**src/rtl/ram64_arbiter_if.sv**
```systemverilog
`default_nettype none
// ============================================================================
// Interface : ram64_arbiter_if
// Purpose   : Bundles both requester handshakes and the RAM port of
//             ram64_arbiter. Port-style suffixes are kept on the members so
//             that they read from the arbiter's point of view.
// Members   : req0_i/req1_i, we0_i/we1_i     - request, 1 = write / 0 = read
//             addr0_i/addr1_i [5:0]          - word address
//             wdata0_i/wdata1_i [15:0]       - write data
//             gnt0_o/gnt1_o                  - one-cycle grant pulse
//             rvalid0_o/rvalid1_o            - one-cycle completion pulse
//             rdata0_o/rdata1_o [15:0]       - read data, held until next read
//             ram_address_o [5:0], ram_in_o [15:0], ram_load_o - RAM drive
//             ram_out_i [15:0]               - RAM read data (combinational)
// Modports  : slave  - the arbiter
//             master - the environment (requesters plus the RAM)
// Revision  : 1.0 - initial release
// ============================================================================
interface ram64_arbiter_if;
  logic        req0_i;
  logic        req1_i;
  logic        we0_i;
  logic        we1_i;
  logic [5:0]  addr0_i;
  logic [5:0]  addr1_i;
  logic [15:0] wdata0_i;
  logic [15:0] wdata1_i;
  logic        gnt0_o;
  logic        gnt1_o;
  logic        rvalid0_o;
  logic        rvalid1_o;
  logic [15:0] rdata0_o;
  logic [15:0] rdata1_o;
  logic [5:0]  ram_address_o;
  logic [15:0] ram_in_o;
  logic        ram_load_o;
  logic [15:0] ram_out_i;

  modport slave (
    input  req0_i, req1_i, we0_i, we1_i, addr0_i, addr1_i,
    input  wdata0_i, wdata1_i, ram_out_i,
    output gnt0_o, gnt1_o, rvalid0_o, rvalid1_o, rdata0_o, rdata1_o,
    output ram_address_o, ram_in_o, ram_load_o
  );

  modport master (
    output req0_i, req1_i, we0_i, we1_i, addr0_i, addr1_i,
    output wdata0_i, wdata1_i, ram_out_i,
    input  gnt0_o, gnt1_o, rvalid0_o, rvalid1_o, rdata0_o, rdata1_o,
    input  ram_address_o, ram_in_o, ram_load_o
  );
endinterface
`default_nettype wire

```
**src/rtl/ram64_arbiter.sv**
```systemverilog
`default_nettype none
// ============================================================================
// Module   : ram64_arbiter
// Purpose  : Two-requester round-robin arbiter in front of a 64 x 16 RAM with
//            a combinational read port. One transaction is in flight at a
//            time: IDLE/RESP arbitrate, ACCESS drives the RAM for one cycle,
//            RESP reports completion. Back-to-back throughput is one
//            transaction every two cycles (RESP -> ACCESS).
// Ports    : clk_i - clock, all state updates on the rising edge
//            rst_i - asynchronous active-low reset
//            bus   - ram64_arbiter_if.slave: requester 0/1 handshakes and the
//                    RAM port (address, write data, write enable, read data)
// Revision : 1.0 - initial release
// ============================================================================
module ram64_arbiter (
  input  logic           clk_i,
  input  logic           rst_i,
  ram64_arbiter_if.slave bus
);

  typedef enum logic [1:0] {
    IDLE   = 2'd0,
    ACCESS = 2'd1,
    RESP   = 2'd2
  } state_t;

  state_t      state_q;
  logic        last_grant_q;   // id of the requester granted most recently
  logic        win_q;          // id of the requester owning the transaction
  logic        we_q;
  logic [5:0]  addr_q;         // doubles as ram_address_o, holds outside ACCESS
  logic [15:0] wdata_q;        // doubles as ram_in_o, holds outside ACCESS
  logic        load_q;
  logic        gnt0_q;
  logic        gnt1_q;
  logic        rvalid0_q;
  logic        rvalid1_q;
  logic [15:0] rdata0_q;
  logic [15:0] rdata1_q;

  logic        any_req;
  logic        win_d;
  logic        we_d;
  logic [5:0]  addr_d;
  logic [15:0] wdata_d;

  assign any_req = bus.req0_i | bus.req1_i;

  // Winner selection: a lone requester wins; on a tie the requester that was
  // not granted last wins. With no request the result is unused.
  always_comb begin
    win_d = bus.req1_i;
    if (bus.req0_i && bus.req1_i) begin
      win_d = ~last_grant_q;
    end
    we_d    = win_d ? bus.we1_i    : bus.we0_i;
    addr_d  = win_d ? bus.addr1_i  : bus.addr0_i;
    wdata_d = win_d ? bus.wdata1_i : bus.wdata0_i;
  end

  always_ff @(posedge clk_i or negedge rst_i) begin
    if (!rst_i) begin
      state_q      <= IDLE;
      last_grant_q <= 1'b1;
      win_q        <= 1'b0;
      we_q         <= 1'b0;
      addr_q       <= 6'd0;
      wdata_q      <= 16'd0;
      load_q       <= 1'b0;
      gnt0_q       <= 1'b0;
      gnt1_q       <= 1'b0;
      rvalid0_q    <= 1'b0;
      rvalid1_q    <= 1'b0;
      rdata0_q     <= 16'd0;
      rdata1_q     <= 16'd0;
    end else begin
      // Grant, completion and write-enable are single-cycle pulses.
      gnt0_q    <= 1'b0;
      gnt1_q    <= 1'b0;
      rvalid0_q <= 1'b0;
      rvalid1_q <= 1'b0;
      load_q    <= 1'b0;

      case (state_q)
        IDLE, RESP: begin
          if (any_req) begin
            // Payload is latched here so later requester changes are ignored.
            win_q        <= win_d;
            last_grant_q <= win_d;
            we_q         <= we_d;
            addr_q       <= addr_d;
            wdata_q      <= wdata_d;
            load_q       <= we_d;
            gnt0_q       <= ~win_d;
            gnt1_q       <= win_d;
            state_q      <= ACCESS;
          end else begin
            state_q <= IDLE;
          end
        end

        ACCESS: begin
          // RAM read data is combinational on addr_q, valid by this edge.
          if (!we_q) begin
            if (win_q) begin
              rdata1_q <= bus.ram_out_i;
            end else begin
              rdata0_q <= bus.ram_out_i;
            end
          end
          rvalid0_q <= ~win_q;
          rvalid1_q <= win_q;
          state_q   <= RESP;
        end

        default: begin
          state_q <= IDLE;
        end
      endcase
    end
  end

  assign bus.gnt0_o        = gnt0_q;
  assign bus.gnt1_o        = gnt1_q;
  assign bus.rvalid0_o     = rvalid0_q;
  assign bus.rvalid1_o     = rvalid1_q;
  assign bus.rdata0_o      = rdata0_q;
  assign bus.rdata1_o      = rdata1_q;
  assign bus.ram_address_o = addr_q;
  assign bus.ram_in_o      = wdata_q;
  assign bus.ram_load_o    = load_q;

endmodule
`default_nettype wire

```
**src/flat_wrapper.sv**
```systemverilog
// flat-port wrapper written by rule: the top's interface ports become plain ports
module ram64_arbiter_flat 
  (clk_i, rst_i, bus_req0_i, bus_req1_i, bus_we0_i, bus_we1_i, bus_addr0_i, bus_addr1_i, bus_wdata0_i, bus_wdata1_i, bus_ram_out_i, bus_gnt0_o, bus_gnt1_o, bus_rvalid0_o, bus_rvalid1_o, bus_rdata0_o, bus_rdata1_o, bus_ram_address_o, bus_ram_in_o, bus_ram_load_o);
  ram64_arbiter_if bus_i ();
  input  logic clk_i;
  input  logic rst_i;
  input wire logic [$bits(bus_i.req0_i)-1:0] bus_req0_i;
  input wire logic [$bits(bus_i.req1_i)-1:0] bus_req1_i;
  input wire logic [$bits(bus_i.we0_i)-1:0] bus_we0_i;
  input wire logic [$bits(bus_i.we1_i)-1:0] bus_we1_i;
  input wire logic [$bits(bus_i.addr0_i)-1:0] bus_addr0_i;
  input wire logic [$bits(bus_i.addr1_i)-1:0] bus_addr1_i;
  input wire logic [$bits(bus_i.wdata0_i)-1:0] bus_wdata0_i;
  input wire logic [$bits(bus_i.wdata1_i)-1:0] bus_wdata1_i;
  input wire logic [$bits(bus_i.ram_out_i)-1:0] bus_ram_out_i;
  output wire logic [$bits(bus_i.gnt0_o)-1:0] bus_gnt0_o;
  output wire logic [$bits(bus_i.gnt1_o)-1:0] bus_gnt1_o;
  output wire logic [$bits(bus_i.rvalid0_o)-1:0] bus_rvalid0_o;
  output wire logic [$bits(bus_i.rvalid1_o)-1:0] bus_rvalid1_o;
  output wire logic [$bits(bus_i.rdata0_o)-1:0] bus_rdata0_o;
  output wire logic [$bits(bus_i.rdata1_o)-1:0] bus_rdata1_o;
  output wire logic [$bits(bus_i.ram_address_o)-1:0] bus_ram_address_o;
  output wire logic [$bits(bus_i.ram_in_o)-1:0] bus_ram_in_o;
  output wire logic [$bits(bus_i.ram_load_o)-1:0] bus_ram_load_o;
  assign bus_i.req0_i = bus_req0_i;
  assign bus_i.req1_i = bus_req1_i;
  assign bus_i.we0_i = bus_we0_i;
  assign bus_i.we1_i = bus_we1_i;
  assign bus_i.addr0_i = bus_addr0_i;
  assign bus_i.addr1_i = bus_addr1_i;
  assign bus_i.wdata0_i = bus_wdata0_i;
  assign bus_i.wdata1_i = bus_wdata1_i;
  assign bus_i.ram_out_i = bus_ram_out_i;
  assign bus_gnt0_o = bus_i.gnt0_o;
  assign bus_gnt1_o = bus_i.gnt1_o;
  assign bus_rvalid0_o = bus_i.rvalid0_o;
  assign bus_rvalid1_o = bus_i.rvalid1_o;
  assign bus_rdata0_o = bus_i.rdata0_o;
  assign bus_rdata1_o = bus_i.rdata1_o;
  assign bus_ram_address_o = bus_i.ram_address_o;
  assign bus_ram_in_o = bus_i.ram_in_o;
  assign bus_ram_load_o = bus_i.ram_load_o;
  ram64_arbiter u_core (.clk_i(clk_i), .rst_i(rst_i), .bus(bus_i));
endmodule
```
**config.mk**
```make
export PLATFORM = sky130hd
export DESIGN_NAME = ram64_arbiter_flat
export DESIGN_NICKNAME = d
export VERILOG_FILES = /design/src/rtl/ram64_arbiter_if.sv /design/src/rtl/ram64_arbiter.sv /design/src/flat_wrapper.sv
export SDC_FILE = /design/constraint.sdc
export NUM_CORES = 1
export LEC_CHECK = 0
export CORE_MARGIN = 4
export CORE_UTILIZATION = 38
export CTS_BUF_LIST = sky130_fd_sc_hd__clkbuf_8
export CTS_CLUSTER_SIZE = 8
export DETAILED_ROUTE_END_ITERATION = 8
export HOLD_SLACK_MARGIN = 0.12
export MAX_ROUTING_LAYER = met4
export PLACE_DENSITY = 0.78
export RECOVER_POWER = 50
export SLEW_MARGIN = 20
export SYNTH_ARGS = -nofsm -noshare
export SYNTH_HDL_FRONTEND = slang
export SYNTH_SLANG_ARGS = --single-unit
```
**constraint.sdc**
```tcl
create_clock -name clk_i -period 1.4 [get_ports clk_i]
set_input_delay 0.35 -clock clk_i [delete_from_list [all_inputs] [get_ports clk_i]]
set_output_delay 0.35 -clock clk_i [all_outputs]
set_load 0.01 [all_outputs]
```
Word level (Yosys, flattened, before mapping)
Cells that the tools add are included.
{"block": "word_totals", "input_bits": 66, "output_inout_bits": 59, "mem_bits_rw": 0, "word_cells": 40, "register_bits": 64, "mem_bits_ro": 0, "mem_count": 0, "latch_bits": 0}
{"block": "classes", "n_bitwise": 5, "n_eq_ne": 2, "div": 0, "addsub": 0, "reduce_logical": 6, "shift": 0, "multipliers": 0, "order_cmp": 0, "mux": 14}
{"operator": "2-to-1 mux 16 bit", "n": 1}
{"operator": "2-to-1 mux 1 bit", "n": 11}
{"operator": "2-to-1 mux 6 bit", "n": 1}
{"operator": "AND reduction 3 bit", "n": 2}
{"operator": "NOT 1 bit", "n": 4}
{"operator": "case mux 2 bit (2 select lines)", "n": 1}
{"operator": "== test 2 x 1 -> 1 bit (second input constant)", "n": 1}
{"operator": "== test 2 bit (second input constant)", "n": 1}
{"operator": "logical NOT 2 bit", "n": 1}
{"operator": "AND reduction 2 bit", "n": 1}
{"operator": "OR reduction 2 bit", "n": 1}
{"operator": "logical AND 1 bit", "n": 1}
{"operator": "OR 1 bit", "n": 1}

Longest topological paths before layout
Gate-level depths: netlist of run 1.
{"block": "logic_depth", "word_depth": 5, "mapped_depth": 5, "ltp_nobuf": 4}

Least setup slack after synthesis of run 1
No wires, ideal clock.
{"block": "synth_timing", "path_kind": "register to register", "from": "reg u_core.state_q[1]", "to": "reg u_core.rdata0_q[0] (netlist: u_core.bus.rdata0_o[0])", "path_stages_with_launch": 5, "setup_ns": 0.125, "path_slack_ns": -0.026, "n_path_buf": 1, "period_less_slack_ns": 1.426, "required_time_ns": 1.275, "arrival_time_ns": 1.301, "path_cell_list": "dfrtp_1 > nand2b_1 > nor3_4 > buf_6 > mux2_2"}
{"block": "synth_between", "elab_chain_cells": 2}
{"element": "start: declaration", "line_no": "ram64_arbiter.sv:27", "rtl": "state_t state_q;"}
{"element": "start signal: assignment", "line_no": "ram64_arbiter.sv:63", "rtl": "state_q <= IDLE;"}
{"element": "start signal: assignment", "line_no": "ram64_arbiter.sv:96", "rtl": "state_q <= ACCESS;"}
{"element": "start signal: assignment", "line_no": "ram64_arbiter.sv:98", "rtl": "state_q <= IDLE;"}
{"element": "== test 2 x 1 -> 1 bit", "line_no": "ram64_arbiter.sv:84", "rtl": "case (state_q)"}
{"element": "AND reduction 3 bit (no source line)"}
{"element": "end signal: assignment", "line_no": "ram64_arbiter.sv:108", "rtl": "rdata0_q <= bus.ram_out_i;"}
{"element": "end: declaration", "line_no": "ram64_arbiter.sv:38", "rtl": "logic [15:0] rdata0_q;"}
Every way passes these cells.
A chain may end at the register's enable or synchronous reset.

Worst setup path after layout of run 1
{"block": "layout_timing", "from": "reg u_core.state_q[0]", "to": "reg u_core.rdata0_q[9] (netlist: u_core.bus.rdata0_o[9])"}
Same word-level chain as after synthesis.

==> impl_metrics.csv, run 1 <==
group,metric,value,unit
pwr,power_frac_seq,41.3,%
outcome,violations,"negative setup slack",
job,max_cap_violations,0,
placement,hpwl,4.77,mm
synthesis,synth.most_common_cell,"dfrtp_1",
pwr,clkPwrFrac,19.7,%
grt,overflow,0,
cells_and_area,nets,402,
routing,vias,2089,
hold_path,holdPathStages,1,
critical_path,r2r_start,"u_core.state_q[0]",
routing,wl_per_cell,16.1,um
critical_path,path_depth,5,
sta,maxSlewHeadroom,62.4,%
synthesis,yosys_warnings,0,
routing,ant_nets,0,
sta,hold_ws,506,ps
critical_path,crit_path_frequent_cell,"buf_6",
routing,drt-initial-drc-count,43,
sta,worst_pin_slew,564,ps
synthesis,netlist_instances,184,
synthesis,syn_avg_cell_area,14.3,um^2
critical_path,critPathMaxStageDelay,400,ps
critical_path,cp_slowest_cell,"dfrtp_1",
synthesis,synthDistinctLibCells,31,
clock_tree,clkTransAtPathRegs,60,ps
clock_tree,htreeDepth,3,
synthesis,synthTopCellsByCount,"dfrtp_1, mux2_2, a221o_1, and3_1, a21oi_1",
cells_and_area,drive_above_1_share,25.4,%
sta,hold_violations,0,
clock_tree,tritoncts,"yes",
pwr,powerDensity,1620,nW/um^2
synthesis,yosysTopAreaCell,"dfrtp_1",
sta,fmax,0.710,GHz
clock_tree,numCtsBuffers,9,
routing,route.detailed.drc,0,
grt,grtUsageTotal,17.0,%
pwr,p_int,0.00493,W
floorplan,core_region_area,6760,um^2
placement,dp_slack,-370,ps
cells_and_area,antenna_cells,0,
critical_path,cp.arrival,1610,ps
synthesis,async_flop_share,100,%
critical_path,rrSetupSlack,-9,ps
synthesis,postSynthNetCount,250,
critical_path,end_kind,"register",
sta,fin_skew,5.99,ps
pwr,ir_drop,0.570,mV
synthesis,synth_edf_count,0,
grt,grt_pass1_wl,10.9,mm
pwr,swShare,29.4,%
routing,first_pass_iters,4,
critical_path,path_cells,"buf_6, nand2b_4, nor3_4, buf_6, mux2_2",
grt,grt_pass1_vias,2177,
critical_path,required,1600,ps
sta,finalSetupTns,-84.1,ps
critical_path,path_buf_inv,2,
hold_path,hp-class,"register to register",
critical_path,critPathLaunchType,"register",
floorplan,die_y,91.1,um
pwr,pwr-share-comb,38.9,%
floorplan,start_util,38.8,%
clock_tree,clockRootBuffer,"clkbuf_8",
sta,rsz0062_at_grt,"yes",
routing,routed_wl,6.75,mm
synthesis,ys_top_cells_by_area,"dfrtp_1, mux2_2, a221o_1",
critical_path,r2r-end,"u_core.bus.rdata0_o[9]",
critical_path,crit_end,"u_core.bus.rdata0_o[9]",
placement,portBuffers,124,
synthesis,syn_area,2620,um^2
floorplan,die-area,8290,um^2
floorplan,placementRows,30,
sta,post-route-period-util,101,%
critical_path,crit_fanout,8,
sta,finalCriticalPeriod,1410,ps
cells_and_area,design_area,4320,um^2
routing,via_per_inst,4.99,
synthesis,ys.flop_type,"dfrtp_1",
floorplan,io_pins,125,
synthesis,yosysTopAreaCellShare,60.1,%
critical_path,r2r_cells,5,
synthesis,ys_ff_latch,64,
clock_tree,clockBufferDepth,2,
placement,placed_cell_area,4080,um^2
sta,setup_ws,-8.68,ps
synthesis,seq_area_frac_synth,61.1,%
pwr,p_leak,2.05,nW
cells_and_area,syn_to_final_growth,64.8,%
grt,grt_max_degree,65,
sta,finalSetupViolCount,17,
critical_path,critical-path-top-delay-family,"flip-flops",
sta,slew_violations,0,
placement,routabilityCongestion,0.707,
pwr,switching_power,0.00205,W
clock_tree,clk_latency,320,ps
grt,antenna_found_initial,0,
cells_and_area,fin_util,64.0,%
critical_path,criticalPathCategory,"register to register",
critical_path,setup.worst_path.start,"u_core.state_q[0]",
outcome,status,"finished with violations",
clock_tree,cts_sinks,64,
floorplan,fp.dieW,91.1,um
## layout by cell type (no fill, tap or decap), types with 2 or more instances in the layout
cell	instances
clkdlybuf4s50_1	64
dfrtp_1	63
dlygate4sd2_1	50
mux2_4	18
and3_1	16
a221o_1	16
buf_4	16
mux2_2	14
clkbuf_8	12
a21oi_1	9
clkdlybuf4s15_1	9
nor2_1	8
nand2_1	7
buf_6	6
a21oi_2	4
inv_1	3
buf_12	3
nand2b_4	2
nor2b_4	2
## how the worst min path moves through the flow
stage / startpoint / end
after CTS: u_core.bus.rdata0_o[13] / u_core.bus.rdata0_o[13]
after floorplan: rst_i / u_core.bus.gnt0_o
after detailed placement: rst_i / u_core.bus.rdata1_o[12]
after global placement: rst_i / u_core.bus.rdata0_o[12]
final: u_core.bus.rdata1_o[4] / u_core.bus.rdata1_o[4]
after global routing: u_core.bus.rdata0_o[13] / u_core.bus.rdata0_o[13]
## state kept, by name, summed over array words and instances, names as in the netlist
name / cells
u_core.bus.gnt0_o: 1
u_core.bus.gnt1_o: 1
u_core.bus.ram_address_o: 6
u_core.bus.ram_in_o: 16
u_core.bus.ram_load_o: 1
u_core.bus.rdata0_o: 16
u_core.bus.rdata1_o: 16
u_core.bus.rvalid0_o: 1
u_core.bus.rvalid1_o: 1
u_core.last_grant_q: 1
u_core.state_q: 2
u_core.we_q: 1
u_core.win_q: 1
## what timing repair did
action | CTS | global route
gates resized for setup | 67 | 24
hold buffers | 1 | 0
setup endpoints to repair | 82 | 68
pin swaps | 0 | 1
endpoints found under the hold margin | 63 | 0
gates cloned | 1 | 0
setup buffers | 3 | 7
## power groups by stage
stage / logic, W / registers (W) / clock network (W)
after global routing: 0.00291 / 0.00297 / 0.00154
final: 0.00272 / 0.00289 / 0.00138
after floorplan: 0.000917 / 0.00321 / 0
after detailed placement: 0.00300 / 0.00294 / 0
after CTS: 0.00265 / 0.00290 / 0.00142
after global placement: 0.00293 / 0.00292 / 0
## logic make-up (layout without fill, tap and decap cells)
family                 after synthesis  after routing  share of synthesized area, %
AOI/OAI and AO/OA                   36             36                          11.2
buffers and inverters               11            166                          3.10
DFF                                 64             64                          61.1
muxes                               32             32                          15.2
and+or+nand+nor                     41             41                          9.45
## layout make-up
type / instances / area, um^2
sequential: 64 / 1600
clock buffer: 12 / 165
inverter: 2 / 11.3
timing repair buffer: 150 / 1430
fill: 569 / 2430
tap: 80 / 100
multi-input combinational: 109 / 1000
clock inverter: 2 / 7.51
## through the flow
stage | std cells | power, W
4_1_cts | 414 | 0.00696
3_3_place_gp | 395 | 0.00585
6_report | 419 | 0.00699
5_1_grt | 419 | 0.00741
3_5_place_dp | 395 | 0.00594
2_1_floorplan | 184 | 0.00412
## per-layer routing
metal | vias to the layer above | wire (um) | global-route usage (%)
met4 | 0 | 66 | 4.15
met1 | 1025 | 2900 | 21.0
met2 | 81 | 3390 | 27.3
met3 | 5 | 386 | 5.39
met5 | - | 0 | -
li1 | 978 | - | -
Power figures use the tool's default switching activity.
==> run 2: changes to the inputs <==
--- a/config.mk
+++ b/config.mk
@@ -7,4 +7,6 @@
 export LEC_CHECK = 0
+export CELL_PAD_IN_SITES_DETAIL_PLACEMENT = 0
+export CELL_PAD_IN_SITES_GLOBAL_PLACEMENT = 1
 export CORE_MARGIN = 4
-export CORE_UTILIZATION = 38
+export CORE_UTILIZATION = 29
 export CTS_BUF_LIST = sky130_fd_sc_hd__clkbuf_8
@@ -14,3 +16,3 @@
 export MAX_ROUTING_LAYER = met4
-export PLACE_DENSITY = 0.78
+export PLACE_DENSITY_LB_ADDON = 0.1
 export RECOVER_POWER = 50
--- a/constraint.sdc
+++ b/constraint.sdc
@@ -3,2 +3,2 @@
 set_output_delay 0.35 -clock clk_i [all_outputs]
-set_load 0.01 [all_outputs]
+set_load 0.1 [all_outputs]
==> run 2 against run 1 <==
Effect of this change:
- the flow still finishes with violations (negative setup slack)
- global-route usage down 2.5 points
- non-clock buffer count is 2 lower
- routed wire length is 5.6% higher
- flip-flop and latch count unchanged
- design area increased by 15%
- critical endpoint is now u_core.bus.rdata0_o[0]
==> impl_metrics.csv, run 2 (synthesized netlist as in run 1, its figures left out) <==
group,metric,value,unit
critical_path,criticalPathCategory,"register to register",
grt,antenna_found_initial,0,
sta,finalCriticalPeriod,1410,ps
placement,placed_cell_area,4770,um^2
critical_path,crit_fanout,16,
cells_and_area,design_area,4990,um^2
critical_path,cp.arrival,1630,ps
clock_tree,htreeDepth,3,
job,max_cap_violations,0,
grt,overflow,0,
sta,fin_skew,10.1,ps
grt,grt_pass1_wl,11.5,mm
cells_and_area,final_cell_mix,"buf_12, dfrtp_1, clkdlybuf4s50_1",
routing,vias,2081,
clock_tree,clockBufferDepth,2,
placement,routabilityCongestion,0.757,
clock_tree,clkTransAtPathRegs,80,ps
outcome,violations,"negative setup slack",
floorplan,start_util,29.9,%
placement,portBuffers,124,
critical_path,critPathMaxStageDelay,420,ps
routing,wl_per_cell,16.0,um
clock_tree,tritoncts,"yes",
critical_path,path_buf_inv,2,
critical_path,r2r_cells,5,
clock_tree,clk_latency,340,ps
placement,numPlacedInstances,430,
grt,grtUsageTotal,14.5,%
sta,setup_ws,-9.69,ps
critical_path,critPathLaunchType,"register",
grt,grt_max_degree,65,
hold_path,hp-class,"input port to asynchronous set/reset pin",
cells_and_area,syn_to_final_growth,90.2,%
cells_and_area,antenna_cells,0,
cells_and_area,final_cells,447,
critical_path,required,1620,ps
floorplan,die-area,10600,um^2
routing,route.detailed.drc,0,
floorplan,placementRows,34,
grt,grt_pass1_vias,2241,
clock_tree,numCtsBuffers,9,
routing,via_per_inst,4.66,
critical_path,critical-path-top-delay-family,"flip-flops",
clock_tree,cts_sinks,64,
floorplan,fp.dieW,103,um
sta,fmax,0.709,GHz
cells_and_area,nets,400,
floorplan,io_pins,125,
floorplan,die_y,103,um
sta,post-route-period-util,101,%
placement,hpwl,5.32,mm
sta,worst_pin_slew,354,ps
sta,finalSetupTns,-38.7,ps
clock_tree,clockRootBuffer,"clkbuf_8",
sta,hold_violations,0,
cells_and_area,layout_commonest_cell,"buf_12",
sta,slew_violations,0,
critical_path,end_kind,"register",
sta,finalSetupViolCount,8,
sta,rsz0062_at_grt,"yes",
routing,routed_wl,7.13,mm
cells_and_area,fill_cells,746,
critical_path,path_cells,"buf_4, nand2b_4, nor3_4, buf_12, mux2_2",
routing,first_pass_iters,4,
critical_path,path_depth,5,
cells_and_area,drive_above_1_share,41.9,%
routing,ant_nets,0,
sta,maxSlewHeadroom,76.4,%
critical_path,cp_slowest_cell,"dfrtp_1",
routing,drt-initial-drc-count,34,
outcome,status,"finished with violations",
floorplan,core_region_area,8760,um^2
run 2: cell types whose count changed in the layout (fill, tap and decap cells not counted), sizes merged, moves of 3 or more:
| cell | previous run | this run |
|---|---|---|
| dlygate4sd2 | 50 | 1 |
| clkbuf | 12 | 9 |
| buf | 26 | 83 |
| clkinvlp | 1 | 4 |
| clkinv | 0 | 4 |
| clkdlybuf4s15 | 9 | 0 |
run 2: cell type report:
| cell class | count | area (um^2) | share of cell area [%] |
|---|---|---|---|
| timing repair buffer | 148 | 2090 | 41.9 |
| sequential | 64 | 1600 | 32.1 |
| multi-input combinational | 109 | 980 | 19.6 |
| tap | 108 | 135 | 2.71 |
| clock buffer | 9 | 124 | 2.48 |
| clock inverter | 7 | 48.8 | 0.978 |
| inverter | 2 | 7.51 | 0.151 |
run 2: final timing paths:
path	start	endpoint	slack (ps)
hold reg to reg	u_core.win_q	u_core.bus.rvalid0_o	550
max in group asynchronous	rst_i	u_core.last_grant_q	540
min in group clk_i	u_core.win_q	u_core.bus.rvalid0_o	550
setup / recovery	u_core.state_q[0]	u_core.bus.rdata0_o[0]	-10
hold / removal	rst_i	u_core.bus.rdata0_o[2]	550
setup reg to reg	u_core.state_q[0]	u_core.bus.rdata0_o[0]	-10
run 2: what timing repair did:
item                       4_1_cts  5_1_grt
hold buffers                     1        0
setup endpoints to repair       17       54
gates resized for setup          5        7
setup buffers                    0        0
hold endpoints to repair        63        0
run 2: worst reg2reg max path, stage by stage (launching register included):
cell and delay, ps:
dfrtp_1 420, buf_4 150, nand2b_4 60, nor3_4 150, buf_12 180, mux2_2 350
run 2: per-layer routing:
metal  wire length (um)  up-vias  track usage (%)
li1                   -      974                -
met1               3170     1017             18.9
met2               3430       84             22.2
met3                475        6             4.13
met4                 55        0             4.18
met5                  0        -                -
run 2: stage by stage:
stage	worst slack, ps	util (%)	hold slack, ps
finish	-9.69	56.9	546
global route	-77.2	56.9	552
CTS	-16.1	56.6	538
detailed placement	-384	54.4	395
global placement	-318	54.4	396
floorplan	-22.9	-	54.4
Power of run 2 is left out: the tool's default activity adds up to more than one toggle a clock period on the data nets, which glitch-free logic cannot reach.
